**src/rtl/spike_out_queue_pkg.sv**
```systemverilog
// Shared definitions for the spike output queue.
//   DEFAULT_AER_BIT_WIDTH : default width of one AER spike packet
//   S_IDLE / S_ACTIVE     : control state encoding (IDLE = queue empty)
//   aerFields_t/aerSplit  : split of an AER word into destination and neuron id,
//                           kept here for routing logic that will consume it later
package spike_out_queue_pkg;

  localparam int DEFAULT_AER_BIT_WIDTH = 32;
  localparam int DEST_BIT_WIDTH        = 8;

  localparam logic [0:0] S_IDLE   = 1'b0;
  localparam logic [0:0] S_ACTIVE = 1'b1;

  typedef struct packed {
    logic [DEST_BIT_WIDTH-1:0]                       dest;
    logic [DEFAULT_AER_BIT_WIDTH-DEST_BIT_WIDTH-1:0] neuronId;
  } aerFields_t;

  function automatic aerFields_t aerSplit(input logic [DEFAULT_AER_BIT_WIDTH-1:0] aer);
    return aerFields_t'(aer);
  endfunction

endpackage

```
**src/rtl/spike_fifo_mem.sv**
```systemverilog
// Packet storage for the spike output queue: DEPTH x WIDTH register file,
// one synchronous write port and one asynchronous read port.
//   clk    : write clock
//   wrEn   : write strobe
//   wrAddr : write index
//   wrData : packet to store
//   rdAddr : read index
//   rdData : packet at rdAddr (combinational)
// Contents are not reset; the parent only reads entries it has written.
module spike_fifo_mem #(
  parameter int DEPTH = 4,
  parameter int WIDTH = 32,
  parameter int PTR_W = 2
) (
  input  logic             clk,
  input  logic             wrEn,
  input  logic [PTR_W-1:0] wrAddr,
  input  logic [WIDTH-1:0] wrData,
  input  logic [PTR_W-1:0] rdAddr,
  output logic [WIDTH-1:0] rdData
);

  logic [DEPTH-1:0][WIDTH-1:0] mem;

  always_ff @(posedge clk) begin
    if (wrEn) mem[wrAddr] <= wrData;
  end

  assign rdData = mem[rdAddr];

endmodule

```
**src/rtl/spike_out_queue.sv**
```systemverilog
// Spike output queue between the neuron core and the NoC router injection port.
// Buffers fired-neuron AER packets in a FIFO, presents them first-word-fall-through
// with a valid/ready handshake, drops and counts packets on overflow so the neuron
// pipeline never stalls, and reports drain status to the time-step scheduler.
//   clk_i, rst_i      : clock, asynchronous active-high reset
//   outSpike_i        : spike strobe, one packet per high cycle
//   SpikeAER_i        : packet word sampled with outSpike_i
//   start_i           : time-step start pulse
//   clrStat_i         : synchronous clear of dropCnt_o / stepOvf_o
//   pktValid_o        : head packet valid toward the router
//   pktData_o         : head packet (0 when not valid)
//   pktReady_i        : router accepts head packet
//   drained_o         : queue empty and no push this cycle
//   stepOvf_o         : sticky drop flag
//   dropCnt_o         : saturating drop counter
//   late_o            : start_i seen while packets were still queued
module spike_out_queue
  import spike_out_queue_pkg::*;
#(
  parameter int AER_BIT_WIDTH      = DEFAULT_AER_BIT_WIDTH,
  parameter int FIFO_DEPTH         = 4,
  parameter int PTR_BIT_WIDTH      = 2,
  parameter int DROP_CNT_BIT_WIDTH = 8
) (
  input  logic                          clk_i,
  input  logic                          rst_i,
  input  logic                          outSpike_i,
  input  logic [AER_BIT_WIDTH-1:0]      SpikeAER_i,
  input  logic                          start_i,
  input  logic                          clrStat_i,
  output logic                          pktValid_o,
  output logic [AER_BIT_WIDTH-1:0]      pktData_o,
  input  logic                          pktReady_i,
  output logic                          drained_o,
  output logic                          stepOvf_o,
  output logic [DROP_CNT_BIT_WIDTH-1:0] dropCnt_o,
  output logic                          late_o
);

  localparam int CNT_W = PTR_BIT_WIDTH + 1;
  localparam logic [CNT_W-1:0] FULL_CNT = CNT_W'(FIFO_DEPTH);

  logic [PTR_BIT_WIDTH-1:0]      wp, rp;
  logic [CNT_W-1:0]              count, countNext;
  logic [0:0]                    state;
  logic                          full, empty;
  logic                          pop, pushAcc, drop;
  logic [AER_BIT_WIDTH-1:0]      rdData;
  logic [DROP_CNT_BIT_WIDTH-1:0] dropCnt;
  logic                          stepOvf, late;

  assign full  = (count == FULL_CNT);
  assign empty = (count == '0);

  // Valid comes from the state register so it drops the instant rst_i rises.
  assign pktValid_o = (state == S_ACTIVE);
  assign pktData_o  = pktValid_o ? rdData : '0;
  assign drained_o  = empty & ~outSpike_i;

  assign pop     = pktValid_o & pktReady_i;
  // A full queue still accepts a push when the head leaves in the same cycle.
  assign pushAcc = outSpike_i & (~full | pop);
  assign drop    = outSpike_i & full & ~pop;

  always_comb begin
    countNext = count;
    if (pushAcc && !pop)      countNext = count + 1'b1;
    else if (pop && !pushAcc) countNext = count - 1'b1;
  end

  always_ff @(posedge clk_i or posedge rst_i) begin
    if (rst_i) begin
      wp    <= '0;
      rp    <= '0;
      count <= '0;
      state <= S_IDLE;
    end else begin
      if (pushAcc) wp <= wp + 1'b1;
      if (pop)     rp <= rp + 1'b1;
      count <= countNext;
      // Deriving the next state from the next count keeps the FSM and the
      // occupancy in lockstep: IDLE->ACTIVE on an accepted push, back to IDLE
      // when the last packet leaves with no push alongside it.
      state <= (countNext != '0) ? S_ACTIVE : S_IDLE;
    end
  end

  // A drop in the same cycle as a clear is counted after the clear.
  always_ff @(posedge clk_i or posedge rst_i) begin
    if (rst_i) begin
      dropCnt <= '0;
      stepOvf <= 1'b0;
    end else if (clrStat_i) begin
      dropCnt <= drop ? DROP_CNT_BIT_WIDTH'(1) : '0;
      stepOvf <= drop;
    end else if (drop) begin
      if (dropCnt != '1) dropCnt <= dropCnt + 1'b1;
      stepOvf <= 1'b1;
    end
  end

  always_ff @(posedge clk_i or posedge rst_i) begin
    if (rst_i) late <= 1'b0;
    else       late <= start_i & ~empty;
  end

  assign dropCnt_o = dropCnt;
  assign stepOvf_o = stepOvf;
  assign late_o    = late;

  spike_fifo_mem #(
    .DEPTH(FIFO_DEPTH),
    .WIDTH(AER_BIT_WIDTH),
    .PTR_W(PTR_BIT_WIDTH)
  ) uMem (
    .clk   (clk_i),
    .wrEn  (pushAcc),
    .wrAddr(wp),
    .wrData(SpikeAER_i),
    .rdAddr(rp),
    .rdData(rdData)
  );

endmodule
```
**config.mk**
```make
export PLATFORM = sky130hd
export DESIGN_NAME = spike_out_queue
export DESIGN_NICKNAME = d
export VERILOG_FILES = /design/src/rtl/spike_out_queue_pkg.sv /design/src/rtl/spike_fifo_mem.sv /design/src/rtl/spike_out_queue.sv
export SDC_FILE = /design/constraint.sdc
export NUM_CORES = 1
export LEC_CHECK = 0
export BUFFER_PORTS_ARGS = -buffer_cell sky130_fd_sc_hd__buf_2
export CAP_MARGIN = 30
export CORE_MARGIN = 2
export CORE_UTILIZATION = 50
export CTS_CLUSTER_SIZE = 20
export DETAILED_ROUTE_END_ITERATION = 10
export MAX_ROUTING_LAYER = met4
export PLACE_DENSITY = 0.71
export SETUP_SLACK_MARGIN = 0.02
export SYNTH_ARGS = -nofsm -noshare
export SYNTH_HDL_FRONTEND = slang
export SYNTH_SLANG_ARGS = --single-unit
```
**constraint.sdc**
```tcl
create_clock -name clk_i -period 2.7 [get_ports clk_i]
set_clock_uncertainty 0.15 [all_clocks]
set_input_delay 0.135 -clock clk_i [delete_from_list [all_inputs] [get_ports clk_i]]
set_output_delay 0.135 -clock clk_i [all_outputs]
set_load 0.02 [all_outputs]
```
Word level (Yosys, flattened, before mapping)
Cells that the tools add are included.
- register bits after elaboration: 146
- input bits: 38
- output and inout bits: 44
- add/sub/neg operators: 5
- magnitude comparators: 3
- equal/unequal tests: 2
- multiplexer cells: 15
- bitwise operators: 11
- reduce and logical (&&, ||, !) cells: 10
- operator list (kind ; number):
    $bwmux 128 ; 1
    $mux 32 ; 3
    $bmux 32 s2 ; 1
    $demux 32 s2 ; 1
    $mux 8 ; 3
    $add 8x1->8 const B ; 1
    $ne 8x8->1 const B ; 1
    $and 1x1->1 ; 6
    $lt 2x3->1 const B ; 2
    $mux 3 ; 2
    $add 2x1->2 const B ; 2
    $mux 1 ; 4
    $not 1->1 ; 4
    $reduce_bool 2->1 ; 2
    $add 3x1->3 const B ; 1
    $eq 3x3->1 const B ; 1
    $logic_and 1x1->1 ; 3
    $logic_not 3->1 ; 1
    $reduce_bool 3->1 ; 1
    $sub 3x1->3 const B ; 1
    $ge 2x1->1 const B ; 1
    $logic_not 1->1 ; 2
    $reduce_and 2->1 ; 1
    $or 1x1->1 ; 1

Longest topological paths before layout
Gate-level depths: netlist (run 1).
- word-level depth: 10
- depth in mapped cells: 6
- gate-level depth less buffers: 6

Modules after synthesis
Synthesis (run 1) repeated with hierarchy kept, for this count alone.
- cell total of the unflattened synthesis: 304
- area total of the unflattened synthesis: 5918.2 um2
- modules (own cells, without submodules) (module ; times used ; cells an instance ; area each (um2) ; sequential area each (um2)):
    spike_fifo_mem ; 1 ; 171 ; 4689.5 ; 3843.7
    spike_out_queue ; 1 ; 133 ; 1228.7 ; 450.4

Worst setup path after synthesis (run 1)
Ideal clock, no wire load.
- path type: flip-flop to flip-flop
- from: register count[0]
- to: register uMem.mem[0] in the netlist's numbering (enable)
- data arrival time: 1.954 ns
- data required time: 2.158 ns
- path slack: 0.204 ns
- cell stages (with the launch flop): 6
- path buffers: 0
- clock period less this slack: 2.496 ns
- cell sequence: dfrtp_1 > inv_1 > ha_1 > nand2_1 > o21a_1 > and2_1
- cells in the longest elaborated chain, start to end: 4
- RTL lines (element ; line ; text):
    from (decl) ; spike_out_queue.sv:44 ; logic [CNT_W-1:0] count, countNext;
    from (signal assigned) ; spike_out_queue.sv:80 ; count <= countNext;
    $eq 3x3->1 ; spike_out_queue.sv:52 ; assign full = (count == FULL_CNT);
    $not 1->1 ; spike_out_queue.sv:62 ; assign pushAcc = outSpike_i & (~full | pop);
    $or 1x1->1 ; spike_out_queue.sv:62 ;
    $and 1x1->1 ; spike_out_queue.sv:62 ;
    to (signal, indexed assignment) ; spike_fifo_mem.sv:26 ; if (wrEn) mem[wrAddr] <= wrData;
    to (decl) ; spike_fifo_mem.sv:23 ; logic [DEPTH-1:0][WIDTH-1:0] mem;
Every way passes these cells.
A chain may end at the register's enable or synchronous reset.

Worst setup path in the final report (run 1)
- from: register rp[1]
- to: output pktData_o[26]
- cells in the longest elaborated chain, start to end: 3
- RTL lines (element ; line ; text):
    from (decl) ; spike_out_queue.sv:43 ; logic [PTR_BIT_WIDTH-1:0] wp, rp;
    from (signal assigned) ; spike_out_queue.sv:79 ; if (pop) rp <= rp + 1'b1;
    $bmux 32 s2 ; spike_fifo_mem.sv:29 ; assign rdData = mem[rdAddr];
    $mux 32 (implied by the code) ; spike_fifo_mem.sv:29 ;
    $mux 32 ; spike_out_queue.sv:57 ; assign pktData_o = pktValid_o ? rdData : '0;
    to (decl) ; spike_out_queue.sv:32 ; output logic [AER_BIT_WIDTH-1:0] pktData_o,
Every way passes these cells. The select of a mux whose other input is x is not followed.

==> tab_implementation.tex, run 1 <==
\begin{tabular}{lr}
\hline
Metric & Value \\
\hline
\multicolumn{2}{l}{\textbf{Final layout}} \\
\quad Post-route non-filler standard cell count & $\sim$600 \\
\quad Share of final-layout standard cells stronger than drive strength 1 & 0.369 \\
\quad Leading cell types in the layout, fill and taps excluded & edfxtp\_1, buf\_2, dlygate4sd3\_1 \\
\quad Antenna diode instance count & 0 \\
\quad Area added between synthesis and finish & 26.7\% \\
\quad Most common library cell in the layout ignoring fill and taps & edfxtp\_1 \\
\quad Total number of nets in the final design & 488 \\
\multicolumn{2}{l}{\textbf{Global route}} \\
\quad Global-route wire length before repair & roughly 17 mm \\
\quad GRT Total Usage & 0.187 \\
\quad Leftover overflow at the end of global routing & 0 \\
\quad Pin count of the biggest net entering global routing & 34 \\
\quad Number of antenna violations at the first check in global routing & 0 \\
\quad Via count of the first global-routing pass & 3366 \\
\multicolumn{2}{l}{\textbf{Die}} \\
\quad Die Span Y & approximately 110 microns \\
\quad Core region area & between 10000 and 15000 sq um \\
\quad Floorplan die width & $\sim$110 microns \\
\quad Standard-cell row count & 39 \\
\quad Total I/O pin count & between 80 and 90 \\
\quad Initial standard-cell utilization of the core & 0.516 \\
\quad Die footprint & between 10000 and 15000 sq um \\
\multicolumn{2}{l}{\textbf{Yosys}} \\
\quad Share of async-settable or async-resettable flops after synthesis & 0.123 \\
\quad Post-synthesis area per instance & 19.2 sq um \\
\quad Net count after synthesis & approximately 360 \\
\quad Post-Syn Instances & about 300 \\
\quad Yosys warnings & 0 \\
\quad Part of the Yosys area used for sequential elements & 0.723 \\
\quad Number of library cell types mapped by synthesis & 42 \\
\quad Mapped Area & 5940 sq um \\
\quad Count of flip-flops with a built-in enable after synthesis & approximately 130 \\
\quad Total of flip-flops plus latches after synthesis & between 100 and 150 \\
\quad Main flop type after synthesis & edfxtp\_1 \\
\multicolumn{2}{l}{\textbf{Placed design}} \\
\quad Global placer's final weighted congestion & approximately 0.75 \\
\quad Number of cells in the design after placement & $\sim$530 \\
\quad Place WS & about 0.43 ns \\
\quad Input/output buffers & between 80 and 90 \\
\quad Placed wire-length estimate & approximately 6.6 mm \\
\multicolumn{2}{l}{\textbf{Setup path}} \\
\quad Category of the worst setup path capture point & output pin \\
\quad Kind of critical path & reg -> out \\
\quad Worst path slowest cell & dfrtp\_2 \\
\quad Peak fanout along the critical path & 33 \\
\quad Longest individual stage delay on the worst path & approximately 0.90 ns \\
\quad CP Cell Sequence & mux4\_2 > and2\_1 > buf\_2 \\
\quad Critical Path Source Type & flop \\
\quad Crit path required time & 2.41 ns \\
\quad CP arrival & $\sim$2.1 ns \\
\multicolumn{2}{l}{\textbf{Clocking}} \\
\quad Clock slew at the register clock pins of the worst setup and hold paths & around 0.06 ns \\
\quad Maximum root-to-sink buffer count & 2 \\
\quad Number of buffers inserted for hold repair after clock tree synthesis & 37 \\
\quad Sink count of the clock tree & roughly 150 \\
\quad Post-CTS setup buffers & 0 \\
\quad Clock root cell & clkbuf\_16 \\
\quad TritonCTS clock tree & done \\
\quad Number of buffers inserted during clock tree synthesis & 17 \\
\quad Clock latency on the worst-skew pair & about 0.41 ns \\
\quad CTS-repair resized insts & 0 \\
\quad Deepest level of the CTS H-tree & 4 \\
\multicolumn{2}{l}{\textbf{Run}} \\
\quad Maximum Capacitance Violations & 0 \\
\multicolumn{2}{l}{\textbf{Status}} \\
\quad Result of the run & complete, but fails checks \\
\quad Violations in the final reports & DRC \\
\multicolumn{2}{l}{\textbf{Route}} \\
\quad DRT Pass-1 Iters & 8 \\
\quad Number of nets still failing antenna checks after routing & 0 \\
\quad Number of vias per cell & roughly 5.4 \\
\quad Total wire length after detailed routing & $\sim$11 mm \\
\quad Total vias in the final route & around 3200 \\
\quad Violation count after the first detailed-routing iteration & between 150 and 200 \\
\quad Detailed-route wire length per cell & approximately 18 microns \\
\quad Total DRC errors in the routed layout & 6 \\
\multicolumn{2}{l}{\textbf{STA}} \\
\quad Final WS setup & roughly 0.33 ns \\
\quad Transition time of the tightest slew-check pin & 0.819 ns \\
\quad Unrepaired setup endpoints after global routing & no \\
\quad Final setup violating endpoints & 0 \\
\quad Post-route setup TNS & 0 ns \\
\quad Total count of max-transition violations in the final report & 0 \\
\quad Count of endpoints failing hold in the final timing report & 0 \\
\quad Post-layout min period & around 2.4 ns \\
\quad F\_max & 422 MHz \\
\quad Slew headroom & 0.454 \\
\quad Final critical-path share of the clock period & 0.877 \\
\multicolumn{2}{l}{\textbf{Worst hold path}} \\
\quad Class of the worst hold path & in -> async \\
\multicolumn{2}{l}{\textbf{Power and ir drop}} \\
\quad Power density cells & approximately 1100 nW/um\^{}2 \\
\quad Max rail drop VDD & approximately 790 uV \\
\quad Leakage power & roughly 2.8 nW \\
\hline
\end{tabular}
## synth_stat cells, types with 2 or more instances
cell type	n	area share
and4b_1	2	0.0034
mux2i_1	2	0.0034
a211oi_1	3	0.0038
inv_1	7	0.0044
a21oi_1	3	0.0025
nor2b_1	3	0.0032
buf_6	5	0.0095
ha_1	8	0.017
o21ai_0	7	0.0059
nor3_1	2	0.0017
clkbuf_1	5	0.0032
buf_2	4	0.0034
a31oi_1	3	0.0032
and2_1	38	0.040
edfxtp_1	128	0.65
nor2_1	4	0.0025
nand4_1	2	0.0021
dfrtp_1	18	0.076
mux4_2	32	0.12
nand3_1	2	0.0017
xnor2_1	4	0.0059
nand2_1	7	0.0044
## path summary, 6_finish.rpt
kind	startpoint	endpoint	slack (ns)	cells after the start
worst min register to register	count[0]	count[0]	0.39	1
worst max register to register	count[0]	uMem.mem[69]	0.43	6
worst min-delay path	rst_i	dropCnt_o[1]	0.22	3
worst max-delay path	rp[1]	pktData_o[26]	0.33	3
min in group clk_i	start_i	late_o	0.33	3
max in group asynchronous	rst_i	rp[1]	1.69	3
## sequential cells by signal, summed over array words and instances (netlist names)
signal	cells
stepOvf_o	1
pktValid_o	1
dropCnt_o	8
count	3
late_o	1
rp	2
wp	2
uMem.mem	128
## layer usage
| layer | vias up | wire [microns] | GRT usage |
|---|---|---|---|
| met2 | 92 | 5580 | 0.303 |
| li1 | 1492 | - | - |
| met3 | 14 | 462 | 0.0450 |
| met4 | 0 | 176 | 0.0667 |
| met1 | 1609 | 4530 | 0.232 |
| met5 | - | 0 | - |
## per-stage QoR
| stage | area, sq um | util | power [W] | hold WS, ns |
|---|---|---|---|---|
| 6_report | 7520 | 0.653 | 0.00853 | 0.220 |
| 5_1_grt | 7520 | 0.653 | 0.00895 | 0.303 |
| 4_1_cts | 7520 | 0.653 | 0.00864 | 0.243 |
| 3_5_place_dp | 6510 | 0.565 | 0.00608 | 0.127 |
| 3_3_place_gp | 6510 | 0.565 | 0.00603 | 0.117 |
| 2_1_floorplan | 5940 | - | 0.00524 | -0.0764 |
## cell families (layout without fill, tap and decap cells)
logic type,count (synthesis),in the layout,synth area share
DFF,146,146,0.723
buffers and inverters,22,168,0.0217
AOI/OAI and AO/OA,24,24,0.0276
muxes,35,35,0.129
and+or+nand+nor,70,70,0.0765
adders and majority gates,8,8,0.0169
xor gates and xnor gates,4,4,0.00590
## final cells by class
| cell class | count | area (sq um) |
|---|---|---|
| clock buffer | 19 | 433 |
| tap | 143 | 179 |
| inverter | 7 | 26.3 |
| timing repair buffer | 129 | 858 |
| clock inverter | 13 | 209 |
| fill | 782 | 3990 |
| multi-input combinational | 141 | 1520 |
| sequential | 146 | 4300 |
## report_power, final
part           internal, W  switching [W]
Sequential         0.00295       0.000256
Clock              0.00164       0.000856
Combinational      0.00127        0.00156
## critical path, delay by kind of cell, from the launching register on
family	cells	cell delay, ns
buffers and inverters	1	0.15
DFF	1	0.90
muxes	1	0.43
and+or+nand+nor	1	0.18
(Power assumes the default switching activity.)
==> inputs of run 2 (changes only) <==
--- a/config.mk
+++ b/config.mk
@@ -8,11 +8,10 @@
 export BUFFER_PORTS_ARGS = -buffer_cell sky130_fd_sc_hd__buf_2
 export CAP_MARGIN = 30
 export CORE_MARGIN = 2
-export CORE_UTILIZATION = 50
+export CORE_UTILIZATION = 40
 export CTS_CLUSTER_SIZE = 20
 export DETAILED_ROUTE_END_ITERATION = 10
 export MAX_ROUTING_LAYER = met4
-export PLACE_DENSITY = 0.71
 export SETUP_SLACK_MARGIN = 0.02
 export SYNTH_ARGS = -nofsm -noshare
 export SYNTH_HDL_FRONTEND = slang
==> run 2 against run 1 <==
The flow now finishes without violations. Cell count is 7.2% higher. Cell area is 0.27% higher. Sequential power is 2% lower. Sequential share of layout area is 0.15 points lower. Critical path type unchanged. Clock power is 9.2% lower. Critical endpoint is now pktData_o[9]. Clock-buffer cell count is 3 higher. Worst setup slack better by 0.047 ns. Via count is 0.56% lower. Non-clock buffer count is 2 higher. Die area is 24% higher. Largest power group unchanged.
==> tab_implementation.tex, run 2 (synthesized netlist as in run 1, its figures left out) <==
\begin{tabular}{lr}
\hline
Metric & Value \\
\hline
\multicolumn{2}{l}{\textbf{Clocking}} \\
\quad CTS-repair resized insts & 0 (unchanged) \\
\quad Clock slew at the register clock pins of the worst setup and hold paths & 0.06 ns (about the same) \\
\quad Deepest level of the CTS H-tree & 4 (unchanged) \\
\quad Post-CTS setup buffers & 0 (unchanged) \\
\quad Clock latency on the worst-skew pair & 0.41 ns (about the same) \\
\quad Clock root cell & clkbuf\_16 \\
\quad Sink count of the clock tree & 146 (unchanged) \\
\quad Number of buffers inserted during clock tree synthesis & 17 (unchanged) \\
\quad Maximum root-to-sink buffer count & 2 (unchanged) \\
\quad TritonCTS clock tree & done \\
\quad Number of buffers inserted for hold repair after clock tree synthesis & 37 (unchanged) \\
\multicolumn{2}{l}{\textbf{Global route}} \\
\quad GRT Total Usage & 0.158 (-0.0283) \\
\quad Pin count of the biggest net entering global routing & 37 (+8.8\%) \\
\quad Number of antenna violations at the first check in global routing & 0 (unchanged) \\
\quad Via count of the first global-routing pass & 3358 (-0.24\%) \\
\quad Leftover overflow at the end of global routing & 0 (unchanged) \\
\quad Global-route wire length before repair & 18.3 mm (+6.0\%) \\
\multicolumn{2}{l}{\textbf{Die}} \\
\quad Total I/O pin count & 82 (unchanged) \\
\quad Floorplan die width & 126 microns (+11\%) \\
\quad Die Span Y & 126 microns (+11\%) \\
\quad Core region area & 14500 sq um (+26\%) \\
\quad Standard-cell row count & 44 (+13\%) \\
\quad Die footprint & 15800 sq um (+24\%) \\
\quad Initial standard-cell utilization of the core & 0.409 (-0.107) \\
\multicolumn{2}{l}{\textbf{Power and ir drop}} \\
\quad Power share of the clock group & 0.272 (-0.021) \\
\quad Leakage power & 2.77 nW (-0.13\%) \\
\quad Total net switching power & 0.00270 W (+1.1\%) \\
\quad Power density cells & 1110 nW/um\^{}2 (-2.2\%) \\
\quad Internal & 0.00566 W (-3.3\%) \\
\quad Max rail drop VDD & 586 uV (-26\%) \\
\quad Combinational share of power & 0.354 (+0.023) \\
\quad Share of total power consumed by net switching & 0.323 (+0.00974) \\
\quad Sequential power share & 0.374 (-0.002) \\
\multicolumn{2}{l}{\textbf{Final layout}} \\
\quad Area added between synthesis and finish & 27.0\% \\
\quad Total number of nets in the final design & 490 (+0.41\%) \\
\quad Antenna diode instance count & 0 (unchanged) \\
\quad Post-route non-filler standard cell count & 641 (+7.2\%) \\
\quad Final-layout fill cell count & 1220 (+56\%) \\
\quad Register area & 4300 sq um (unchanged) \\
\quad Biggest register & uMem.mem \\
\quad Largest register FFs & 128 (unchanged) \\
\quad Final design area excluding fillers & 7540 sq um (+0.27\%) \\
\quad Leading cell types in the layout, fill and taps excluded & edfxtp\_1, buf\_2, dlygate4sd3\_1 \\
\quad Share of final-layout standard cells stronger than drive strength 1 & 0.370 (+0.000572) \\
\quad Most common library cell in the layout ignoring fill and taps & edfxtp\_1 \\
\quad Multi-input gate area & 1520 sq um (unchanged) \\
\multicolumn{2}{l}{\textbf{Setup path}} \\
\quad Category of the worst setup path capture point & output pin \\
\quad Setup slack of the most critical reg-to-reg path & 0.44 ns (about the same) \\
\quad Beginning of the worst register-to-register path & count[0] \\
\quad Kind of critical path & reg -> out \\
\quad Critical Path Source Type & flop \\
\quad Peak fanout along the critical path & 15 (-55\%) \\
\quad Crit path required time & 2.41 ns (about the same) \\
\quad Worst R2R Path Depth & 6 (unchanged) \\
\quad Beginning of the critical path & rp[1] \\
\quad CP arrival & 2.04 ns (-0.04 ns) \\
\quad Worst flop-to-flop path endpoint & uMem.mem[119] \\
\multicolumn{2}{l}{\textbf{Placed design}} \\
\quad Input/output buffers & 81 (unchanged) \\
\quad Number of cells in the design after placement & 572 (+8.1\%) \\
\quad Area of placed instances & 6590 sq um (+1.2\%) \\
\quad Placed wire-length estimate & 7.22 mm (+9.2\%) \\
\quad Place WS & 0.427 ns (-0.00211 ns) \\
\quad Global placer's final weighted congestion & 0.784 (+4.3\%) \\
\multicolumn{2}{l}{\textbf{STA}} \\
\quad Final WS setup & 0.379 ns (+0.0470 ns) \\
\quad F\_max & 431 MHz (+2.0\%) \\
\quad Total count of max-transition violations in the final report & 0 (unchanged) \\
\quad Final setup violating endpoints & 0 (unchanged) \\
\quad Post-layout min period & 2.32 ns (-0.0470 ns) \\
\quad Worst Hold Slack & 0.229 ns (+0.00920 ns) \\
\quad Transition time of the tightest slew-check pin & 0.722 ns (-0.0969 ns) \\
\quad Final critical-path share of the clock period & 0.860 (-0.0174) \\
\quad Unrepaired setup endpoints after global routing & no \\
\quad Count of endpoints failing hold in the final timing report & 0 (unchanged) \\
\quad Post-route setup TNS & 0 ns (unchanged) \\
\quad Slew headroom & 0.518 (+0.0641) \\
\multicolumn{2}{l}{\textbf{Route}} \\
\quad Violation count after the first detailed-routing iteration & 235 (+55\%) \\
\quad Total vias in the final route & 3189 (-0.56\%) \\
\quad Detailed-route wire length per cell & 17.7 microns (-1.3\%) \\
\quad DRT Pass-1 Iters & 4 (-4) \\
\quad Number of vias per cell & 4.98 (-7.2\%) \\
\quad Total wire length after detailed routing & 11.4 mm (+5.8\%) \\
\quad Total DRC errors in the routed layout & 0 (-6) \\
\quad Number of nets still failing antenna checks after routing & 0 (unchanged) \\
\multicolumn{2}{l}{\textbf{Status}} \\
\quad Result of the run & completed \\
\multicolumn{2}{l}{\textbf{Run}} \\
\quad Maximum Capacitance Violations & 0 (unchanged) \\
\multicolumn{2}{l}{\textbf{Worst hold path}} \\
\quad Class of the worst hold path & in -> async \\
\hline
\end{tabular}
## run 2: changes by cell type in the layout (fill, tap and decap cells not counted), sizes merged
cell | previous run | this run
bufinv | 5 | 2
buf | 92 | 94
clkinvlp | 3 | 1
clkinv | 4 | 7
inv | 8 | 7
clkbuf | 19 | 22
## run 2: routing by layer
metal / vias to the layer above / GRT usage / wire [microns]
met5: - / - / 0
met4: 0 / 0.0562 / 169
met3: 12 / 0.0382 / 433
met2: 69 / 0.252 / 5620
met1: 1615 / 0.200 / 5160
li1: 1493 / - / -
## run 2: through the flow
step                      total power, W   util
after floorplan                  0.00524      -
after global placement           0.00612  0.453
after detailed placement         0.00616  0.453
after CTS                        0.00850  0.519
after global routing             0.00882  0.519
final                            0.00836  0.519
## run 2: layout make-up
| class | count | share of cell area |
|---|---|---|
| Timing Repair Buffer | 131 | 0.117 |
| Multi-Input combinational cell | 141 | 0.202 |
| Sequential cell | 146 | 0.570 |
| Tap cell | 184 | 0.0305 |
| Clock buffer | 22 | 0.0629 |
| Clock inverter | 10 | 0.0144 |
| Inverter | 7 | 0.00348 |
## run 2: how the worst max path moves through the flow
stage          slack [ns]  depth (start not counted)       endpoint
2_1_floorplan        0.20                          5    uMem.mem[0]
3_3_place_gp         0.50                          6  uMem.mem[121]
3_5_place_dp         0.43                          6  uMem.mem[121]
4_1_cts              0.32                          4   pktData_o[9]
5_1_grt              0.28                          6  uMem.mem[119]
6_report             0.38                          4   pktData_o[9]
## run 2: power by group through the flow
stage	registers, W	logic (W)	clock network (W)
after floorplan	0.00311	0.00212	0
after global placement	0.00316	0.00296	0
final	0.00313	0.00296	0.00227
after CTS	0.00314	0.00304	0.00232
after global routing	0.00317	0.00322	0.00244
after detailed placement	0.00318	0.00298	0
## run 2: critical path, cell delays in order (launching register included)
cell	delay [ns]
dfrtp_2	0.60
buf_4	0.32
mux4_2	0.33
and2_1	0.19
buf_2	0.16
